==> src/rtl/tms_multi_collector_pkg.sv <==
// Shared types and constants for the multi-channel section collector.
package tms_multi_collector_types;

    // Frame phases: A gathers the channels, B emits the result.
    typedef enum logic {
        SECTION_A = 1'b0,
        SECTION_B = 1'b1
    } sections_t;

    // Combine modes selectable through ACC_MODE.
    localparam int ACC_WRAP = 0;
    localparam int ACC_SAT  = 1;
    localparam int ACC_MAX  = 2;

    // Channel index width; a single channel still gets a 1-bit index.
    function automatic int idx_width(input int n);
        return (n <= 1) ? 1 : $clog2(n);
    endfunction

endpackage

==> src/rtl/tms_multi_collector_acc.sv <==
// Combinational combine step f(acc, x) for the collector accumulator.
module tms_acc_unit
    import tms_multi_collector_types::*;
#(
    parameter int DATA_W   = 32,
    parameter int ACC_MODE = ACC_WRAP
) (
    input  logic [DATA_W-1:0] acc_in,
    input  logic [DATA_W-1:0] x_in,
    output logic [DATA_W-1:0] acc_out
);

    logic [DATA_W:0] sum_ext;

    // One extra bit on the sum exposes the carry used for saturation.
    always_comb begin
        sum_ext = {1'b0, acc_in} + {1'b0, x_in};
        acc_out = sum_ext[DATA_W-1:0];
        case (ACC_MODE)
            ACC_SAT: begin
                if (sum_ext[DATA_W]) begin
                    acc_out = '1;
                end
            end
            ACC_MAX: begin
                acc_out = (x_in > acc_in) ? x_in : acc_in;
            end
            default: begin
            end
        endcase
    end

endmodule

==> src/rtl/tms_multi_collector.sv <==
// Reads NUM_CH blocking slave channels in order, combines them, and emits
// one result per frame with a single-cycle notify.
module tms_multi_collector
    import tms_multi_collector_types::*;
#(
    parameter int NUM_CH        = 4,
    parameter int DATA_W        = 32,
    parameter int ACC_MODE      = ACC_WRAP,
    parameter int CLEAR_ON_EMIT = 1
) (
    input  logic                           clk,
    input  logic                           rst,
    input  logic [NUM_CH-1:0][DATA_W-1:0]  s_in,
    input  logic [NUM_CH-1:0]              s_in_sync,
    input  logic [NUM_CH-1:0]              ch_enable,
    output logic [DATA_W-1:0]              m_out,
    output logic                           m_out_notify,
    output sections_t                      section_out,
    output logic [15:0]                    frame_cnt
);

    localparam int IDX_W = idx_width(NUM_CH);
    localparam logic [IDX_W-1:0] LAST_IDX = IDX_W'(NUM_CH - 1);

    sections_t         section_q, section_d;
    logic [IDX_W-1:0]  ch_idx_q, ch_idx_d;
    logic [DATA_W-1:0] val_q, val_d;
    logic [DATA_W-1:0] m_out_q, m_out_d;
    logic              notify_q, notify_d;
    logic [15:0]       frame_cnt_q, frame_cnt_d;

    logic [DATA_W-1:0] cur_data;
    logic [DATA_W-1:0] acc_next;

    // Handshake: a channel transfers on an A-cycle edge where it is the
    // current channel, enabled and s_in_sync is high; otherwise a disabled
    // channel is skipped and an enabled, non-ready one stalls the frame.
    assign cur_data = s_in[ch_idx_q];

    tms_acc_unit #(
        .DATA_W   (DATA_W),
        .ACC_MODE (ACC_MODE)
    ) u_acc (
        .acc_in  (val_q),
        .x_in    (cur_data),
        .acc_out (acc_next)
    );

    // Next-state and output logic of the section FSM.
    always_comb begin
        section_d   = section_q;
        ch_idx_d    = ch_idx_q;
        val_d       = val_q;
        m_out_d     = m_out_q;
        notify_d    = 1'b0;
        frame_cnt_d = frame_cnt_q;
        case (section_q)
            SECTION_A: begin
                if (!ch_enable[ch_idx_q] || s_in_sync[ch_idx_q]) begin
                    if (ch_enable[ch_idx_q]) begin
                        val_d = acc_next;
                    end
                    if (ch_idx_q == LAST_IDX) begin
                        section_d = SECTION_B;
                    end else begin
                        ch_idx_d = ch_idx_q + 1'b1;
                    end
                end
            end
            SECTION_B: begin
                m_out_d     = val_q;
                notify_d    = 1'b1;
                frame_cnt_d = frame_cnt_q + 16'd1;
                ch_idx_d    = '0;
                if (CLEAR_ON_EMIT != 0) begin
                    val_d = '0;
                end
                section_d   = SECTION_A;
            end
            default: begin
                section_d = SECTION_A;
            end
        endcase
    end

    // State registers; reset discards any partially collected frame.
    always_ff @(posedge clk) begin
        if (rst) begin
            section_q   <= SECTION_A;
            ch_idx_q    <= '0;
            val_q       <= '0;
            m_out_q     <= '0;
            notify_q    <= 1'b0;
            frame_cnt_q <= '0;
        end else begin
            section_q   <= section_d;
            ch_idx_q    <= ch_idx_d;
            val_q       <= val_d;
            m_out_q     <= m_out_d;
            notify_q    <= notify_d;
            frame_cnt_q <= frame_cnt_d;
        end
    end

    assign m_out        = m_out_q;
    assign m_out_notify = notify_q;
    assign section_out  = section_q;
    assign frame_cnt    = frame_cnt_q;

endmodule

==> config.mk <==
export PLATFORM = sky130hd
export DESIGN_NAME = tms_multi_collector
export DESIGN_NICKNAME = d
export VERILOG_FILES = /design/src/rtl/tms_multi_collector_pkg.sv /design/src/rtl/tms_multi_collector_acc.sv /design/src/rtl/tms_multi_collector.sv
export SDC_FILE = /design/constraint.sdc
export NUM_CORES = 1
export LEC_CHECK = 0
export CORE_AREA = 8 8 146 80
export CTS_BUF_LIST = sky130_fd_sc_hd__clkbuf_2
export CTS_CLUSTER_DIAMETER = 100
export DETAILED_ROUTE_END_ITERATION = 10
export DIE_AREA = 0 0 154 88
export DONT_BUFFER_PORTS = 1
export GPL_ROUTABILITY_DRIVEN = 0
export PLACE_DENSITY = 0.74
export SLEW_MARGIN = 20
export SYNTH_ARGS = -nofsm -noshare
export SYNTH_HDL_FRONTEND = slang
export SYNTH_SLANG_ARGS = --single-unit
==> constraint.sdc <==
create_clock -name clk -period 2.84 [get_ports clk]
set_input_delay 0.71 -clock clk [delete_from_list [all_inputs] [get_ports clk]]
set_output_delay 0.71 -clock clk [all_outputs]
set_load 0.03 [all_outputs]
==> results.md, run 1 <==
| Parameter | Value | Unit |
|:---|:---|:---|
| Run status | finished with violations | - |
| Violations in the final reports | setup timing | - |
| Initial antenna violation count | 0 | - |
| Buffers from clock root to sink, at most | 2 | - |
| Count of input and output buffers | 0 | - |
| Int Pwr | 0.00484 | W |
| Sequential share of the synthesized area | 0.302 | - |
| Setup Crit Path Kind | reg2reg | - |
| Gate power share | 0.722 | - |
| Syn avg cell area | 8.98 | sq um |
| WP data arrival | 3.57 | ns |
| Clock period minus final worst setup slack | 3.06 | ns |
| Die outline height | 88 | microns |
| Sequential power share | 0.195 | - |
| Routed wire length | 17700 | microns |
| Hold path startpoint | rst | - |
| Commonest register cell after synthesis | sky130_fd_sc_hd__dfxtp_1 | - |
| Leading post-synthesis cells by cell area | sky130_fd_sc_hd__dfxtp_1 (30%), sky130_fd_sc_hd__mux4_2 (14%), sky130_fd_sc_hd__ha_1 (7.4%) | - |
| Starting utilization of the core area | 0.573 | - |
| Worst-path clk slew | 0.25 | ns |
| Total I/O pin count | 188 | - |
| Cells after synthesis | 620 | - |
| Clock root cell | sky130_fd_sc_hd__clkbuf_2 | - |
| HP Class | in2reg | - |
| Hold_ws | 0.184 | ns |
| Via count of the first global-routing pass | 5138 | - |
| Core Region | 9730 | sq um |
| Maximum vdd drop | 0.478 | mV |
| # fillers | 733 | - |
| Remaining design rule violation count | 0 | - |
| Maximum number of pins on one net before global-route repair | 52 | - |
| TritonCTS clock tree | built | - |
| Switching share of total power | 0.454 | - |
| Number of DRC markers after the initial detailed-route iteration | 595 | - |
| Fraction of registers with async set or reset after synthesis | 0 | - |
| Chip Width | 154 | microns |
| Largest driver fanout on the critical path | 12 | - |
| Final net count | 841 | - |
| Power density over cell area | 1300 | nW/um^2 |
| Max capacitance violation total | 0 | - |
| Area enclosed by the die boundary | 13600 | sq um |
| Hold buffer count at cts | 0 | - |
| Critical Path RT | 3.35 | ns |
| Final sum of negative setup slack | -1.44 | ns |
| Non-filler instance count after layout | 800 | - |
| Depth of the most critical reg-to-reg path | 9 | - |
| Slew at the pin closest to its max-slew limit | 0.671 | ns |
| CP Launch Point | ch_idx_q[0]$_SDFFE_PP0P_ | - |
| Layout cells sized above 1 | 0.285 | - |
| Worst setup slack for register-to-register paths | -0.22 | ns |
| Final antenna diode count | 0 | - |
| Routed via count divided by cell count | 6.45 | - |
| Overflow left after global routing | 0 | - |
| Worst-case headroom to the max-slew limit | 0.548 | - |
| Count of standard-cell rows | 26 | - |
| Post-synthesis cell area | 5570 | sq um |
| Final critical-path share of the clock period | 1.08 | - |
| Max-slew violation total from the final report | 0 | - |
| Wire length of the first global-routing pass | 27100 | microns |
| Fraction of post-synthesis cell area in the top cell type by area | 0.302 | - |
| Kind of start point of the critical path | flop | - |
| CP endpoint kind | flop | - |
| Peak clock frequency supported by timing | 0.327 | GHz |
| Reg-to-reg startpoint | ch_idx_q[0]$_SDFFE_PP0P_ | - |
| Synth Warn # | 0 | - |
| Number of setup violations in the final report | 14 | - |
| Switching power of the nets | 0.00403 | W |
| H-tree level count | 3 | - |
| Number of clock sinks | 84 | - |
| Pre-antenna DRT Iters | 5 | - |
| Leakage power figure | 2.59 | nW |
| Synth area leader | sky130_fd_sc_hd__dfxtp_1 | - |
| Post-Syn Nets | 792 | - |
| Unrepaired setup endpoints after global routing | yes | - |
| Post-DRT Antenna Nets | 0 | - |
| Routed length per placed instance | 22.2 | microns |
| Count of different cell masters after synthesis | 52 | - |
| Global-route usage over all layers | 0.252 | - |
| Setup crit end | val_q[26]$_SDFFE_PP0P_ | - |
| Cell Count Post-Placement | 776 | - |
| Worst flop-to-flop path endpoint | val_q[26]$_SDFFE_PP0P_ | - |
| Clock group share of total power | 0.083 | - |
| Via total after detailed routing | 5160 | - |
| Total count of hold-check failures in the final report | 0 | - |
| Number of synthesized flops with an enable pin | 0 | - |
| Skew-Pair Late Insertion Delay | 0.56 | ns |
| TritonCTS Buffers | 9 | - |
| Maximum clock skew at final layout | 0.0347 | ns |
| Synthesis-stage register bit count | 84 | - |
| Synthesis-to-layout area growth | 22.0 | % |
| Final setup slack of the worst path | -0.215 | ns |
| Final HPWL from detailed placement | 12900 | microns |
## power groups by stage
| stage | clock [W] | combinational [W] | sequential [W] |
|---|---|---|---|
| CTS | 0.000742 | 0.00599 | 0.00172 |
| finish | 0.000738 | 0.00640 | 0.00173 |
| global placement | 0 | 0.00517 | 0.00170 |
| detailed placement | 0 | 0.00536 | 0.00172 |
| global route | 0.000794 | 0.00684 | 0.00176 |
| floorplan | 0 | 0.00375 | 0.00161 |
## cells by family after synthesis
kind of cell	count (synthesis)	synth area share
buf+inv	43	0.0326
compound gates	144	0.165
simple gates	210	0.166
fa+ha+maj	34	0.0777
xor+xnor	37	0.0582
flops	84	0.302
mux	68	0.199
## worst min path at each step
stage                           endpoint  depth (start not counted)
2_1_floorplan      val_q[8]$_SDFFE_PP0P_                          2
3_3_place_gp       val_q[8]$_SDFFE_PP0P_                          2
3_5_place_dp       val_q[8]$_SDFFE_PP0P_                          2
4_1_cts        frame_cnt[7]$_SDFFE_PP0P_                          1
5_1_grt        frame_cnt[7]$_SDFFE_PP0P_                          1
6_report       frame_cnt[7]$_SDFFE_PP0P_                          1
## registers in the layout, summed over array words and instances (netlist names)
name	count
m_out	32
frame_cnt	16
m_out_notify	1
ch_idx_q	2
val_q	32
section_out	1
## Yosys cell counts, types with 8 or more instances
cell type and instances:
sky130_fd_sc_hd__a21o_1 19, sky130_fd_sc_hd__buf_2 10, sky130_fd_sc_hd__nand4_1 9, sky130_fd_sc_hd__dfxtp_1 84
sky130_fd_sc_hd__o21ai_0 23, sky130_fd_sc_hd__nor2_1 69, sky130_fd_sc_hd__and3_1 8, sky130_fd_sc_hd__mux4_2 34
sky130_fd_sc_hd__nand2_1 82, sky130_fd_sc_hd__nand3_1 14, sky130_fd_sc_hd__mux2i_1 34, sky130_fd_sc_hd__xor2_1 20
sky130_fd_sc_hd__xnor2_1 17, sky130_fd_sc_hd__ha_1 33, sky130_fd_sc_hd__clkbuf_1 22, sky130_fd_sc_hd__a21oi_1 62
## critical path, cell delays in order, from the launching register on
cell	delay (ns)
sky130_fd_sc_hd__dfxtp_4	0.46
sky130_fd_sc_hd__buf_12	0.17
sky130_fd_sc_hd__mux4_2	0.53
sky130_fd_sc_hd__ha_1	0.52
sky130_fd_sc_hd__nand3_1	0.18
sky130_fd_sc_hd__o21ai_0	0.58
sky130_fd_sc_hd__a31oi_4	0.18
sky130_fd_sc_hd__xnor2_1	0.17
sky130_fd_sc_hd__nand2_1	0.07
sky130_fd_sc_hd__a21oi_1	0.15
## placed cells by master (no fill, tap or decap), types with 5 or more instances in the layout
cell,netlist,final
sky130_fd_sc_hd__nand4_1,9,9
sky130_fd_sc_hd__clkbuf_2,0,10
sky130_fd_sc_hd__buf_4,0,66
sky130_fd_sc_hd__a21oi_2,0,12
sky130_fd_sc_hd__xor2_1,20,20
sky130_fd_sc_hd__nand2_1,82,79
sky130_fd_sc_hd__mux4_2,34,34
sky130_fd_sc_hd__o21ai_1,2,6
sky130_fd_sc_hd__o21ai_0,23,17
sky130_fd_sc_hd__a21oi_1,62,50
sky130_fd_sc_hd__ha_1,33,17
sky130_fd_sc_hd__xnor2_1,17,15
sky130_fd_sc_hd__o211ai_1,5,5
sky130_fd_sc_hd__nor2_1,69,67
sky130_fd_sc_hd__nor3_1,5,5
sky130_fd_sc_hd__nand3_1,14,14
sky130_fd_sc_hd__dfxtp_1,84,81
sky130_fd_sc_hd__a21o_1,19,18
sky130_fd_sc_hd__inv_1,6,5
sky130_fd_sc_hd__mux2i_1,34,34
sky130_fd_sc_hd__and3_1,8,8
sky130_fd_sc_hd__ha_4,0,13
## per-stage QoR
step / worst slack [ns] / utilization / cell area, sq um / total power [W]
after floorplan: -0.0525 / - / 5720 / 0.00536
after global placement: -0.248 / 0.642 / 6250 / 0.00687
after detailed placement: -0.359 / 0.642 / 6250 / 0.00708
after CTS: -0.186 / 0.688 / 6690 / 0.00845
after global routing: -0.293 / 0.699 / 6800 / 0.00939
final: -0.215 / 0.699 / 6800 / 0.00887
## area by class of cell
cell class / instances / area, sq um / share of cell area
clock buffers: 10 / 50.0 / 0.00736
clock inverters: 6 / 87.6 / 0.0129
inverters: 6 / 22.5 / 0.00331
multi-input cells: 493 / 4140 / 0.610
flip-flops and latches: 84 / 1690 / 0.248
well taps: 126 / 158 / 0.0232
repair buffers: 75 / 648 / 0.0953
## layer usage
metal  share of wire  up-vias  track usage  wire [microns]
li1                -     2351            -               -
met1            0.42     2472        0.313            7380
met2            0.45      292        0.397            7970
met3            0.11       45        0.105            2010
met4           0.022        0       0.0750             384
met5               0        -            0               0
## timing repair
action,in CTS,in global routing
endpoints found under the setup margin,17,22
cloned,1,0
gates resized for setup,41,23
buffers inserted,8,0
hold endpoints to repair,0,0
pin swaps,25,18
(Power assumes the default switching activity.)
==> inputs of run 2 (changes only) <==
--- a/config.mk
+++ b/config.mk
@@ -5,14 +5,16 @@
 export SDC_FILE = /design/constraint.sdc
 export NUM_CORES = 1
 export LEC_CHECK = 0
-export CORE_AREA = 8 8 146 80
+export CELL_PAD_IN_SITES_DETAIL_PLACEMENT = 1
+export CELL_PAD_IN_SITES_GLOBAL_PLACEMENT = 1
+export CORE_AREA = 8 8 169 91
 export CTS_BUF_LIST = sky130_fd_sc_hd__clkbuf_2
 export CTS_CLUSTER_DIAMETER = 100
 export DETAILED_ROUTE_END_ITERATION = 10
-export DIE_AREA = 0 0 154 88
+export DIE_AREA = 0 0 177 99
 export DONT_BUFFER_PORTS = 1
 export GPL_ROUTABILITY_DRIVEN = 0
-export PLACE_DENSITY = 0.74
+export PLACE_DENSITY = 0.75
 export SLEW_MARGIN = 20
 export SYNTH_ARGS = -nofsm -noshare
 export SYNTH_HDL_FRONTEND = slang
==> run 2 against run 1 <==
Critical endpoint is now val_q[25]$_SDFFE_PP0P_; utilization decreased by 16 points; via count decreased by 0.39%; worst setup slack got worse by 0.029 ns; clock power decreased by 5.6%; sequential cell count unchanged; final area increased by 3.3%; sequential power about the same; non-clock buffer count increased by 13; largest power group unchanged; the flow still finishes with violations (setup timing); routed wire length increased by 18%; combinational power increased by 7.5%.
==> results.md, run 2 (synthesis gave the netlist of run 1 again) <==
| Parameter | Value | Unit |
|:---|:---|:---|
| Final antenna diode count | 0 | - |
| Leading cell type in the layout, fill and taps excluded | sky130_fd_sc_hd__dfxtp_1 | - |
| Area used by sequential logic in the layout | 1690 | sq um |
| Total I/O pin count | 188 | - |
| Count of standard-cell rows | 30 | - |
| Total non-filler cell area in the finished layout | 7020 | sq um |
| Maximum vdd drop | 0.436 | mV |
| H-tree level count | 3 | - |
| Gate power share | 0.739 | - |
| Clock period minus final worst setup slack | 3.08 | ns |
| Worst-path clk slew | 0.27 | ns |
| Switching power of the nets | 0.00436 | W |
| Total power of the final layout | 0.00931 | W |
| Wire length of the first global-routing pass | 30800 | microns |
| Buffers from clock root to sink, at most | 2 | - |
| Multi-input gate area | 4210 | sq um |
| Routed length per placed instance | 24.2 | microns |
| Setup Crit Path Kind | reg2reg | - |
| Max-slew violation total from the final report | 0 | - |
| Int Pwr | 0.00495 | W |
| Run status | finished with violations | - |
| Clock group share of total power | 0.075 | - |
| Maximum clock skew at final layout | 0.0350 | ns |
| Synthesis-to-layout area growth | 26.0 | % |
| Chip Width | 177 | microns |
| Via total after detailed routing | 5140 | - |
| Hold buffer count at cts | 0 | - |
| Remaining design rule violation count | 0 | - |
| Routed wire length | 20900 | microns |
| Overflow left after global routing | 0 | - |
| Non-filler instance count after layout | 863 | - |
| Critical Path RT | 3.38 | ns |
| Via count of the first global-routing pass | 5491 | - |
| Sequential power share | 0.186 | - |
| TritonCTS Buffers | 9 | - |
| Layout cells sized above 1 | 0.314 | - |
| Final setup slack of the worst path | -0.245 | ns |
| Switching share of total power | 0.468 | - |
| Final HPWL from detailed placement | 15000 | microns |
| Count of input and output buffers | 0 | - |
| Peak clock frequency supported by timing | 0.324 | GHz |
| Slew at the pin closest to its max-slew limit | 0.549 | ns |
| Post-DRT Antenna Nets | 0 | - |
| Initial antenna violation count | 0 | - |
| Final net count | 854 | - |
| WP data arrival | 3.62 | ns |
| TritonCTS clock tree | built | - |
| Clock root cell | sky130_fd_sc_hd__clkbuf_2 | - |
| Worst-case headroom to the max-slew limit | 0.634 | - |
| Skew-Pair Late Insertion Delay | 0.59 | ns |
| HP Class | in2reg | - |
| Hold_ws | 0.144 | ns |
| Area enclosed by the die boundary | 17500 | sq um |
| Number of DRC markers after the initial detailed-route iteration | 296 | - |
| Pre-antenna DRT Iters | 5 | - |
| Number of setup violations in the final report | 17 | - |
| Starting utilization of the core area | 0.425 | - |
| Die outline height | 99 | microns |
| Global-route usage over all layers | 0.221 | - |
| CP endpoint kind | flop | - |
| Largest driver fanout on the critical path | 7 | - |
| Post-Place Worst Slack | -0.359 | ns |
| # fillers | 1423 | - |
| Number of clock sinks | 84 | - |
| Top library cells by usage in the layout, fill and taps aside | sky130_fd_sc_hd__dfxtp_1 (81), sky130_fd_sc_hd__buf_4 (77), sky130_fd_sc_hd__nand2_1 (76) | - |
| Maximum number of pins on one net before global-route repair | 52 | - |
| Unrepaired setup endpoints after global routing | yes | - |
| Core Region | 13100 | sq um |
| Final critical-path share of the clock period | 1.09 | - |
| Power density over cell area | 1330 | nW/um^2 |
| Routed via count divided by cell count | 5.96 | - |
| Max capacitance violation total | 0 | - |
| Violations in the final reports | setup timing | - |
| Leakage power figure | 2.65 | nW |
| Total count of hold-check failures in the final report | 0 | - |
| Cell Count Post-Placement | 833 | - |
| Post-place instance area | 6370 | sq um |
| Kind of start point of the critical path | flop | - |
[run 2: cell types whose count changed in the layout (fill, tap and decap cells not counted), sizes merged]
cell      change
buf          +12
clkinv        +2
clkinvlp      -2
inv           +2
bufinv        -1
[run 2: final timing paths]
kind	startpoint	end	slack [ns]	cells after the start
min	rst	m_out[3]$_SDFFE_PP0P_	0.14	1
max	ch_idx_q[0]$_SDFFE_PP0P_	val_q[25]$_SDFFE_PP0P_	-0.24	12
min reg2reg	val_q[24]$_SDFFE_PP0P_	val_q[24]$_SDFFE_PP0P_	0.50	2
max reg2reg	ch_idx_q[0]$_SDFFE_PP0P_	val_q[25]$_SDFFE_PP0P_	-0.24	12
[run 2: cell type report]
type | instances | share of cell area
sequential | 84 | 0.240
timing repair buffer | 88 | 0.108
multi-input combinational | 493 | 0.600
clock buffer | 9 | 0.00642
inverter | 6 | 0.00321
tap | 176 | 0.0314
clock inverter | 7 | 0.0105
[run 2: timing repair]
action	CTS	global route
gates resized for setup	42	37
cloned	0	1
setup endpoints to repair	19	22
pin swaps	15	25
buffers inserted	2	11
[run 2: worst max-delay path, cell delays in order (launching register included)]
cell and delay (ns):
sky130_fd_sc_hd__dfxtp_4 0.46, sky130_fd_sc_hd__clkbuf_16 0.18, sky130_fd_sc_hd__mux4_2 0.55, sky130_fd_sc_hd__ha_4 0.31
sky130_fd_sc_hd__buf_4 0.13, sky130_fd_sc_hd__nor3_2 0.04, sky130_fd_sc_hd__nor2_2 0.22, sky130_fd_sc_hd__a31oi_4 0.13
sky130_fd_sc_hd__o21ba_4 0.26, sky130_fd_sc_hd__o211ai_4 0.26, sky130_fd_sc_hd__nand2_2 0.12, sky130_fd_sc_hd__xor2_2 0.20
sky130_fd_sc_hd__a211oi_2 0.16
[run 2: through the flow]
step / util / setup TNS [ns]
5_1_grt: 0.536 / -4.34
4_1_cts: 0.516 / -1.14
6_report: 0.536 / -2.30
3_3_place_gp: 0.487 / -2.94
3_5_place_dp: 0.487 / -4.27
2_1_floorplan: - / -0.170
[run 2: layer usage]
layer | up-vias | track usage | wire [microns]
met5 | - | 0 | 0
met4 | 0 | 0.0578 | 210
met3 | 22 | 0.0752 | 1770
met2 | 205 | 0.354 | 9780
met1 | 2534 | 0.280 | 9100
li1 | 2379 | - | -
[run 2: power by group through the flow]
stage          Combinational, W  Sequential (W)  Clock [W]
6_report                0.00688         0.00174   0.000697
4_1_cts                 0.00616         0.00172   0.000706
3_3_place_gp            0.00542         0.00169          0
3_5_place_dp            0.00565         0.00171          0
2_1_floorplan           0.00375         0.00161          0
5_1_grt                 0.00734         0.00176   0.000755
